===== config.mk =====
export PLATFORM = sky130hd
export DESIGN_NAME = fetch_unit
export DESIGN_NICKNAME = d
export VERILOG_FILES = /design/src/rtl/fetch_pkg.sv /design/src/rtl/fetch_buf.sv /design/src/rtl/fetch_unit.sv
export SDC_FILE = /design/constraint.sdc
export NUM_CORES = 1
export LEC_CHECK = 0
export CORE_ASPECT_RATIO = 1.1
export CORE_MARGIN = 2
export CORE_UTILIZATION = 40
export CTS_BUF_LIST = sky130_fd_sc_hd__clkbuf_4 sky130_fd_sc_hd__clkbuf_8
export CTS_CLUSTER_SIZE = 16
export DETAILED_ROUTE_END_ITERATION = 10
export PLACE_DENSITY = 0.77
export SYNTH_ARGS = -nofsm -noshare
export SYNTH_HDL_FRONTEND = slang
export SYNTH_HIERARCHICAL = 1
export SYNTH_SLANG_ARGS = --single-unit

===== constraint.sdc =====
create_clock -name clk -period 5.35 [get_ports clk]
set_input_delay 1.605 -clock clk [delete_from_list [all_inputs] [get_ports clk]]
set_output_delay 1.605 -clock clk [all_outputs]
set_load 0.1 [all_outputs]

===== src/rtl/fetch_pkg.sv =====
// fetch_pkg: shared widths, constants and the {pc, inst} buffer entry for the fetch stage.
package fetch_pkg;
  localparam int XLEN = 32;
  localparam int INST_BYTES = 4;
  localparam logic [31:0] NOP_INST = 32'h0000_0013;
  typedef struct packed {
    logic [XLEN-1:0] pc;
    logic [31:0] inst;
  } entry_t;
endpackage


===== src/rtl/fetch_buf.sv =====
// fetch_buf: 1- or 2-entry shifting FIFO of fetched {pc, inst} pairs; head is always entry 0.
module fetch_buf
  import fetch_pkg::*;
#(
  parameter int DEPTH = 1
) (
  input  logic       clk,
  input  logic       rst_n,
  input  logic       flush,
  input  logic       push,
  input  entry_t     push_data,
  input  logic       pop,
  output entry_t     head,
  output logic [1:0] count
);
  entry_t [DEPTH-1:0] mem;
  entry_t [DEPTH-1:0] shifted;
  logic [1:0] wr;
  assign shifted = mem >> $bits(entry_t);
  // a simultaneous pop moves the write slot down by one
  assign wr = count - 2'(pop);
  assign head = mem[0];
  always_ff @(posedge clk or negedge rst_n) begin
    if (!rst_n) begin
      mem <= '0;
      count <= 2'd0;
    end else begin
      for (int i = 0; i < DEPTH; i++)
        if (push && wr == 2'(i)) mem[i] <= push_data;
        else if (pop) mem[i] <= shifted[i];
      count <= flush ? 2'd0 : count + 2'(push) - 2'(pop);
    end
  end
endmodule


===== src/rtl/fetch_unit.sv =====
// fetch_unit: PC owner issuing single-cycle imem reads and presenting {pc, inst} to decode.
// Defining FETCH_SKID_EN gives a 2-entry output buffer for one instruction per cycle.
module fetch_unit
  import fetch_pkg::*;
#(
  parameter logic [XLEN-1:0] RESET_PC = '0
) (
  input  logic            clk,
  input  logic            rst_n,
  output logic            imem_req,
  output logic [XLEN-1:0] imem_addr,
  input  logic [31:0]     imem_rdata,
  input  logic            redirect_valid,
  input  logic [XLEN-1:0] redirect_pc,
  output logic            out_valid,
  input  logic            out_ready,
  output logic [31:0]     out_inst,
  output logic [XLEN-1:0] out_pc
);
`ifdef FETCH_SKID_EN
  localparam int DEPTH = 2;
`else
  localparam int DEPTH = 1;
`endif
  localparam logic [1:0] LIMIT = 2'(DEPTH);
  logic [XLEN-1:0] pc, inflight_pc;
  logic inflight, pop, push;
  logic [1:0] count, credit;
  entry_t head, resp;
  assign pop = out_valid && out_ready;
  assign credit = count + {1'b0, inflight};
  // credit counts the in-flight read, so every response is guaranteed a slot
  assign imem_req = rst_n && !redirect_valid && (credit < LIMIT || (credit == LIMIT && pop));
  assign imem_addr = pc;
  assign push = inflight && !redirect_valid;
  assign resp = '{pc: inflight_pc, inst: imem_rdata};
  assign out_valid = count != 2'd0;
  assign out_pc = head.pc;
  assign out_inst = head.inst;
  always_ff @(posedge clk or negedge rst_n) begin
    if (!rst_n) begin
      pc <= RESET_PC;
      inflight <= 1'b0;
      inflight_pc <= '0;
    end else begin
      pc <= redirect_valid ? (redirect_pc & ~XLEN'(3)) : imem_req ? pc + XLEN'(INST_BYTES) : pc;
      inflight <= imem_req;
      if (imem_req) inflight_pc <= pc;
    end
  end
  fetch_buf #(.DEPTH(DEPTH)) u_buf (
    .clk      (clk),
    .rst_n    (rst_n),
    .flush    (redirect_valid),
    .push     (push),
    .push_data(resp),
    .pop      (pop),
    .head     (head),
    .count    (count)
  );
endmodule

## After elaboration in Yosys (flattened, before gate mapping)

Index checks and enable logic that the tools add are counted.

| word-level totals | value |
|---|---|
| register bits after elaboration | 131 |
| word-level logic and storage cells | 30 |
| bits of input ports | 68 |

| operators by class | value |
|---|---|
| multiplexer cells | 5 |
| $add $sub $neg | 5 |
| reductions and logical operators | 12 |
| eq/ne operators | 1 |
| $lt $le $gt $ge | 1 |

Operator list:

| operator | number |
|---|---|
| $mux W64 | 2 |
| $mux W32 | 2 |
| $add A32 B3 Y32 const B | 1 |
| $logic_and A1 B1 Y1 | 6 |
| $reduce_bool A2 Y1 | 3 |
| $add A2 B1 Y2 | 2 |
| $sub A2 B1 Y2 | 2 |
| $eq A2 B1 Y1 const B | 1 |
| $logic_not A2 Y1 | 1 |
| $lt A2 B1 Y1 const B | 1 |
| $mux W2 | 1 |
| $logic_not A1 Y1 | 1 |
| $logic_or A1 B1 Y1 | 1 |

## Longest topological paths before layout

Gate-level depths: netlist of run 1.

| logic depth | value |
|---|---|
| depth after elaboration | 7 |
| depth in mapped cells | 9 |
| gate-level depth less buffers | 7 |

## Hierarchy

The synthesis of run 1 kept the hierarchy.

By module, submodules not included:

| module | area each (um^2) | seq. area each (um^2) | cells each | times used |
|---|---|---|---|---|
| fetch_buf | 3,253.1 | 1,651.6 | 216 | 1 |
| fetch_unit | 3,078.0 | 1,526.5 | 359 | 1 |

## Worst setup path after synthesis of run 1

Ideal clock, no wire load.

| path | value |
|---|---|
| path kind | input -> output |
| from | in redirect_valid |
| to | out imem_req |
| path slack | 0.678 ns |
| arrival | 3.067 ns |
| data required time | 3.745 ns |
| cell stages on the path | 7 |
| cells stage by stage | buf_2 nand2b_1 a211o_1 inv_1 buf_2 buf_2 buf_2 |

| between the ends | value |
|---|---|
| cells in the longest elaborated chain, start to end | 3 |

Ends and longest elaborated chain:

| element | line | text |
|---|---|---|
| from (decl) | fetch_unit.sv:13 | `input logic redirect_valid,` |
| $logic_not A1 Y1 | fetch_unit.sv:33 | `assign imem_req = rst_n && !redirect_valid && (credit < LIMIT \|\| (credit == LIMIT && pop));` |
| $logic_and A1 B1 Y1 (2 in a row) | fetch_unit.sv:33 |  |
| to (decl) | fetch_unit.sv:10 | `output logic imem_req,` |

Every way passes these cells.

## Final worst setup path of run 1

| path | value |
|---|---|
| from | in out_ready |
| to | out imem_req |

| between the ends | value |
|---|---|
| cells in the longest elaborated chain, start to end | 4 |

Ends and longest elaborated chain:

| element | line | text |
|---|---|---|
| from (decl) | fetch_unit.sv:16 | `input logic out_ready,` |
| $logic_and A1 B1 Y1 | fetch_unit.sv:30 | `assign pop = out_valid && out_ready;` |
| $logic_and A1 B1 Y1 | fetch_unit.sv:33 |  |
| $logic_or A1 B1 Y1 | fetch_unit.sv:33 |  |
| $logic_and A1 B1 Y1 | fetch_unit.sv:33 |  |

Every way passes these cells.

==> results of run 1 <==
-- state kept, by name, summed over array words and instances, names as in the netlist --
register	cells
u_buf/count	2
inflight_pc	30
imem_addr	30
u_buf/head	64
inflight	1
-- power groups by stage --
stage                     Clock (mW)  Sequential [mW]  Combinational, mW
after floorplan                    0             3.23               1.01
after global placement             0             1.56               3.40
after detailed placement           0             1.57               3.43
after CTS                      0.933             1.56               3.45
after global routing           0.978             1.60               3.58
final                          0.907             1.55               3.43
-- kinds of logic after synthesis --
kind of cell | Yosys count | synth area share (%)
compound gates | 63 | 6.54
simple gates | 267 | 21.7
xor+xnor | 4 | 0.771
mux | 66 | 15.3
fa+ha+maj | 4 | 0.791
buf+inv | 43 | 4.68
flops | 127 | 50.2
other cells | 1 | 0.0592
-- how the worst min path moves through the flow --
stage / startpoint / end / slack [ps] / cells past startpoint
after floorplan: inflight_pc[31]$_DFFE_PN0P_ / inflight_pc[31]$_DFFE_PN0P_ / 440 / 2
after global placement: inflight_pc[3]$_DFFE_PN0P_ / inflight_pc[3]$_DFFE_PN0P_ / 460 / 2
after detailed placement: inflight_pc[18]$_DFFE_PN0P_ / inflight_pc[18]$_DFFE_PN0P_ / 460 / 2
after CTS: inflight_pc[18]$_DFFE_PN0P_ / inflight_pc[18]$_DFFE_PN0P_ / 480 / 2
after global routing: inflight_pc[29]$_DFFE_PN0P_ / inflight_pc[29]$_DFFE_PN0P_ / 510 / 2
final: inflight_pc[18]$_DFFE_PN0P_ / inflight_pc[18]$_DFFE_PN0P_ / 480 / 2
-- worst max-delay path, stage by stage --
cell and delay [ps]:
clkdlybuf4s50_1 470, o21ai_0 80, a211o_2 340, inv_1 160, buf_12 200
-- final cells by class --
class                   instances  area [sq um]  share of cell area (%)
repair buffers                170          1700                    20.1
well taps                     200           250                    2.96
multi-input cells             408          2870                    33.9
flip-flops and latches        127          3180                    37.5
inverters                       8          30.0                   0.355
clock buffers                  19           249                    2.94
clock inverters                13           188                    2.22
-- placed cells by master, fill, tap and decap left out, types with 3 or more instances in the layout --
| cell | instances |
|---|---|
| a21o_1 | 3 |
| a21oi_1 | 7 |
| a22oi_1 | 6 |
| a31oi_1 | 3 |
| and2_1 | 7 |
| and3_1 | 3 |
| buf_4 | 8 |
| bufinv_16 | 4 |
| clkbuf_8 | 17 |
| clkdlybuf4s50_1 | 159 |
| clkinvlp_4 | 3 |
| conb_1 | 4 |
| dfrtp_1 | 127 |
| ha_1 | 4 |
| inv_1 | 8 |
| mux2_2 | 4 |
| mux2_4 | 60 |
| nand2_1 | 112 |
| nand3_1 | 23 |
| nand4_1 | 13 |
| nor2_1 | 19 |
| nor2b_1 | 67 |
| nor3_1 | 4 |
| nor3_2 | 3 |
| o211ai_1 | 9 |
| o21ai_0 | 22 |
| o311ai_0 | 4 |
-- layer usage --
layer	vias to the layer above	GRT usage [%]	wire length, microns
met5	-	0	13
met4	2	5.49	146
met3	10	5.03	1040
met2	159	29.9	7450
met1	2315	25.9	7040
li1	2286	-	-
==> run_results.csv, run 1 <==
group,metric,value,unit
sta,period_share,83.6,%
setup_path,endpoint,"imem_req",
power_and_ir_drop,power_density,696,mW/mm^2
sta,timing.fmax,224,MHz
route,drtIter0Drc,267,
global_routing,gr-usage-all-layers,19.0,%
power_and_ir_drop,finalPower,5.89,mW
setup_path,r2r_setup_slack,2450,ps
setup_path,r2r_start,"u_buf/count[0]$_DFF_PN0_",
power_and_ir_drop,seqPwrFrac,26.4,%
floorplan,fp.coreArea,0.0156,sq mm
sta,finalMaxSlewViolations,0,
synth,synth.largest_area_cell,"dfrtp_1",
power_and_ir_drop,switching_share,51.8,%
synth,synth_edf_count,0,
clock_network,clk_latency,420,ps
synth,synthFlopType,"dfrtp_1",
sta,worstMarginPinSlew,1040,ps
setup_path,setup.worst_path.start,"out_ready",
route,ant_nets,0,
power_and_ir_drop,clkPwrFrac,15.4,%
status,status,"completed",
synth,synth.top_cell.area_share,50.2,%
global_routing,grt_pass1_vias,4697,
job,drv_cap,0,
floorplan,die_h,136,microns
synth,synth_area,0.00633,sq mm
global_routing,grt_pass1_wl,24.8,mm
synth,ys_top_cells_by_area,"dfrtp_1 50%, mux2_4 14%, nand2_1 6.6%",
synth,synthTopCellsByCount,"127 x dfrtp_1, 112 x nand2_1, 67 x nor2b_1",
power_and_ir_drop,combPwrFrac,58.2,%
min_path,hold_class,"reg -> reg",
cells_and_area,antenna_cells,0,
setup_path,crit_type,"in -> out",
power_and_ir_drop,p_leak,4.01,nW
synth,synth_seq_cells,127,
clock_network,hold_buffers,0,
global_routing,grt_antenna_before_repair,1,
setup_path,arrival,2870,ps
floorplan,ios,166,
sta,finalHoldViolations,0,
global_routing,grt_max_degree,128,
route,vias_per_cell,5.05,
global_routing,grt_overflow,0,
synth,syn-mean-instance-area,11.0,sq um
cells_and_area,final_cell_area,0.00847,sq mm
floorplan,die_x,124,microns
clock_network,cts_resized,0,
place,dp_cells,913,
sta,clock_skew,15.2,ps
clock_network,cts_setup_buffers,0,
synth,netlist_instances,575,
place,dp_hpwl,10.5,mm
setup_path,crit_path_end_kind,"primary output",
setup_path,critPathMaxFanout,2,
floorplan,start_util,40.5,%
cells_and_area,layout-drive-gt1-share,15.8,%
route,drt_pass1_iterations,7,
route,postRouteWirelength,15.7,mm
floorplan,rows,48,
clock_network,clk_pin_slew_worst_paths,80,ps
power_and_ir_drop,ir_worst_vdd,0.287,mV
sta,rsz0062_at_grt,"false",
sta,fin_tns_setup,0,ps
setup_path,required,3740,ps
route,drc_errors,0,
place,io_buffers,161,
floorplan,die-area,0.0169,sq mm
synth,synth_seq_area_share,50.2,%
cells_and_area,final_cells,945,
clock_network,cts_inserted_buffers,17,
place,place_ws,891,ps
cells_and_area,area_growth,33.8,%
synth,post_synth_num_cell_types,48,
power_and_ir_drop,p_sw,3.05,mW
place,placedInstanceArea,0.00803,sq mm
sta,whs,479,ps
cells_and_area,final_core_util,54.2,%
setup_path,critPathLaunchType,"input pin",
route,wl_per_cell,16.6,microns
sta,setup_violations,0,
setup_path,rr_worst_depth,9,
synth,yosysWarnings,6,
sta,finalCriticalPeriod,4470,ps
clock_network,clockBufferDepth,2,
cells_and_area,fin_nets,804,
synth,synth_most_common_cell,"dfrtp_1",
setup_path,reg2reg_to,"imem_addr[29]$_DFFE_PN0P_",
synth,async_reset_ff_share,100,%
route,via_count,4772,
power_and_ir_drop,intPower,2.84,mW
sta,slew_headroom,30.3,%
sta,setup_ws,877,ps
place,gp_congestion,0.806,
clock_network,cts_tree,"done",
cells_and_area,fillCellCount,1382,
clock_network,cts_root_buf,"clkbuf_8",
clock_network,cts.sinks,127,
clock_network,h-tree-depth,4,
(Power assumes the default switching activity.)
==> run 2: changes to the inputs <==
==> constraint.sdc (replaced) <==
create_clock -name clk -period 4.4 [get_ports clk]
set_input_delay 1.32 -clock clk [delete_from_list [all_inputs] [get_ports clk]]
set_output_delay 1.32 -clock clk [all_outputs]
set_load 0.1 [all_outputs]
==> run_results.csv, run 2 (same netlist as run 1, synthesis figures left out) <==
group,metric,value,unit
cells_and_area,antenna_cells,0,
sta,worstMarginPinSlew,1040,ps
floorplan,die-area,0.0169,sq mm
setup_path,critPathMaxFanout,2,
route,drt_pass1_iterations,5,
global_routing,grt_pass1_vias,4903,
sta,finalMaxSlewViolations,0,
setup_path,crit_family,"buffers and inverters",
place,dp_hpwl,10.7,mm
sta,fin_tns_setup,0,ps
setup_path,crit_type,"in -> out",
clock_network,cts_setup_buffers,0,
place,io_buffers,161,
route,drtIter0Drc,413,
route,drt-met1-wl,7.15,mm
power_and_ir_drop,power_density,852,mW/mm^2
cells_and_area,fin_nets,804,
setup_path,slowest_delay,480,ps
status,status,"completed",
floorplan,fp.coreArea,0.0156,sq mm
setup_path,crit_path_end_kind,"primary output",
sta,clock_skew,12.5,ps
min_path,hold_class,"reg -> reg",
power_and_ir_drop,ir_worst_vdd,0.341,mV
clock_network,clk_pin_slew_worst_paths,70,ps
clock_network,cts_tree,"done",
floorplan,rows,48,
min_path,holdPathStages,2,
setup_path,required,3080,ps
floorplan,start_util,40.5,%
route,drc_errors,0,
setup_path,crit_cells,5,
clock_network,h-tree-depth,4,
setup_path,critical_path.n_buffers_inverters,3,
floorplan,die_x,124,microns
clock_network,cts.sinks,127,
cells_and_area,final_cell_area,0.00852,sq mm
setup_path,arrival,2600,ps
sta,finalHoldViolations,0,
global_routing,grt_antenna_before_repair,0,
route,ant_nets,0,
setup_path,rr_worst_depth,9,
global_routing,gr-usage-all-layers,19.5,%
global_routing,grt_max_degree,68,
clock_network,clockBufferDepth,2,
route,dr_wl_met3,1.05,mm
route,wl_per_cell,16.8,microns
setup_path,cp_cell_sequence,"clkdlybuf4s50_1 -> o21ai_0 -> a211o_2 -> inv_1 -> buf_12",
place,gp_congestion,0.813,
route,vias_per_cell,5.02,
floorplan,die_h,136,microns
global_routing,grt_pass1_wl,25.3,mm
route,postRouteWirelength,15.9,mm
job,drv_cap,0,
route,via_count,4745,
cells_and_area,final_core_util,54.6,%
sta,rsz0062_at_grt,"false",
cells_and_area,layout-drive-gt1-share,15.8,%
sta,timing.fmax,255,MHz
clock_network,hold_buffers,0,
clock_network,cts_root_buf,"clkbuf_8",
clock_network,cts_inserted_buffers,17,
setup_path,critPathLaunchType,"input pin",
sta,slew_headroom,30.6,%
route,dr.max_layer_used,"met4",
sta,whs,474,ps
global_routing,grt_overflow,0,
clock_network,cts_resized,0,
power_and_ir_drop,p_leak,4.03,nW
sta,setup_violations,0,
sta,period_share,89.1,%
setup_path,slowest_stage,"clkdlybuf4s50_1",
sta,setup_ws,481,ps
sta,finalCriticalPeriod,3920,ps
cells_and_area,layout_commonest_cell,"clkdlybuf4s50_1",
place,placedInstanceArea,0.00804,sq mm
cells_and_area,mostFrequentLayoutCells,"159 x clkdlybuf4s50_1, 127 x dfrtp_1, 112 x nand2_1, 67 x nor2b_1, 60 x mux2_4",
floorplan,ios,166,
clock_network,clk_latency,440,ps
route,route.met2.wl,7.43,mm
place,place_ws,432,ps
cells_and_area,area_growth,34.6,%
cells_and_area,largest_register_ffs,64,
## run 2: layout make-up
cell class / count / area, sq um
fillers: 1377 / 7090
inverters: 8 / 30.0
clock buffers: 20 / 269
repair buffers: 170 / 1720
multi-input cells: 408 / 2870
clock inverters: 12 / 208
well taps: 200 / 250
flip-flops and latches: 127 / 3180
## run 2: worst paths after layout
path / startpoint / end / slack [ps]
hold / removal: inflight_pc[31]$_DFFE_PN0P_ / inflight_pc[31]$_DFFE_PN0P_ / 470
min in group asynchronous: rst_n / inflight_pc[3]$_DFFE_PN0P_ / 1060
setup / recovery: out_ready / imem_req / 480
hold reg to reg: inflight_pc[31]$_DFFE_PN0P_ / inflight_pc[31]$_DFFE_PN0P_ / 470
setup reg to reg: u_buf/count[0]$_DFF_PN0_ / imem_addr[11]$_DFFE_PN0P_ / 1540
max in group asynchronous: rst_n / inflight_pc[29]$_DFFE_PN0P_ / 1940
## run 2: per-layer routing
layer / GRT usage (%) / up-vias
li1: - / 2285
met1: 25.6 / 2290
met2: 30.8 / 153
met3: 5.87 / 17
met4: 6.05 / 0
met5: 0 / -
## run 2: worst min-delay path: cells and delay by family (launching register included)
kind	cells	cell delay [ps]
simple gates	2	100
flops	1	340
## run 2: power breakdown
part | switching (mW) | internal (mW) | leakage, nW
Combinational | 2.94 | 1.23 | 2.17
Clock | 0.479 | 0.715 | 0.229
Sequential | 0.300 | 1.59 | 1.63
## run 2: stage by stage
step,power (mW),cells
2_1_floorplan,5.15,578
3_3_place_gp,6.04,913
3_5_place_dp,6.10,913
4_1_cts,7.31,945
6_report,7.26,945
5_1_grt,7.58,945
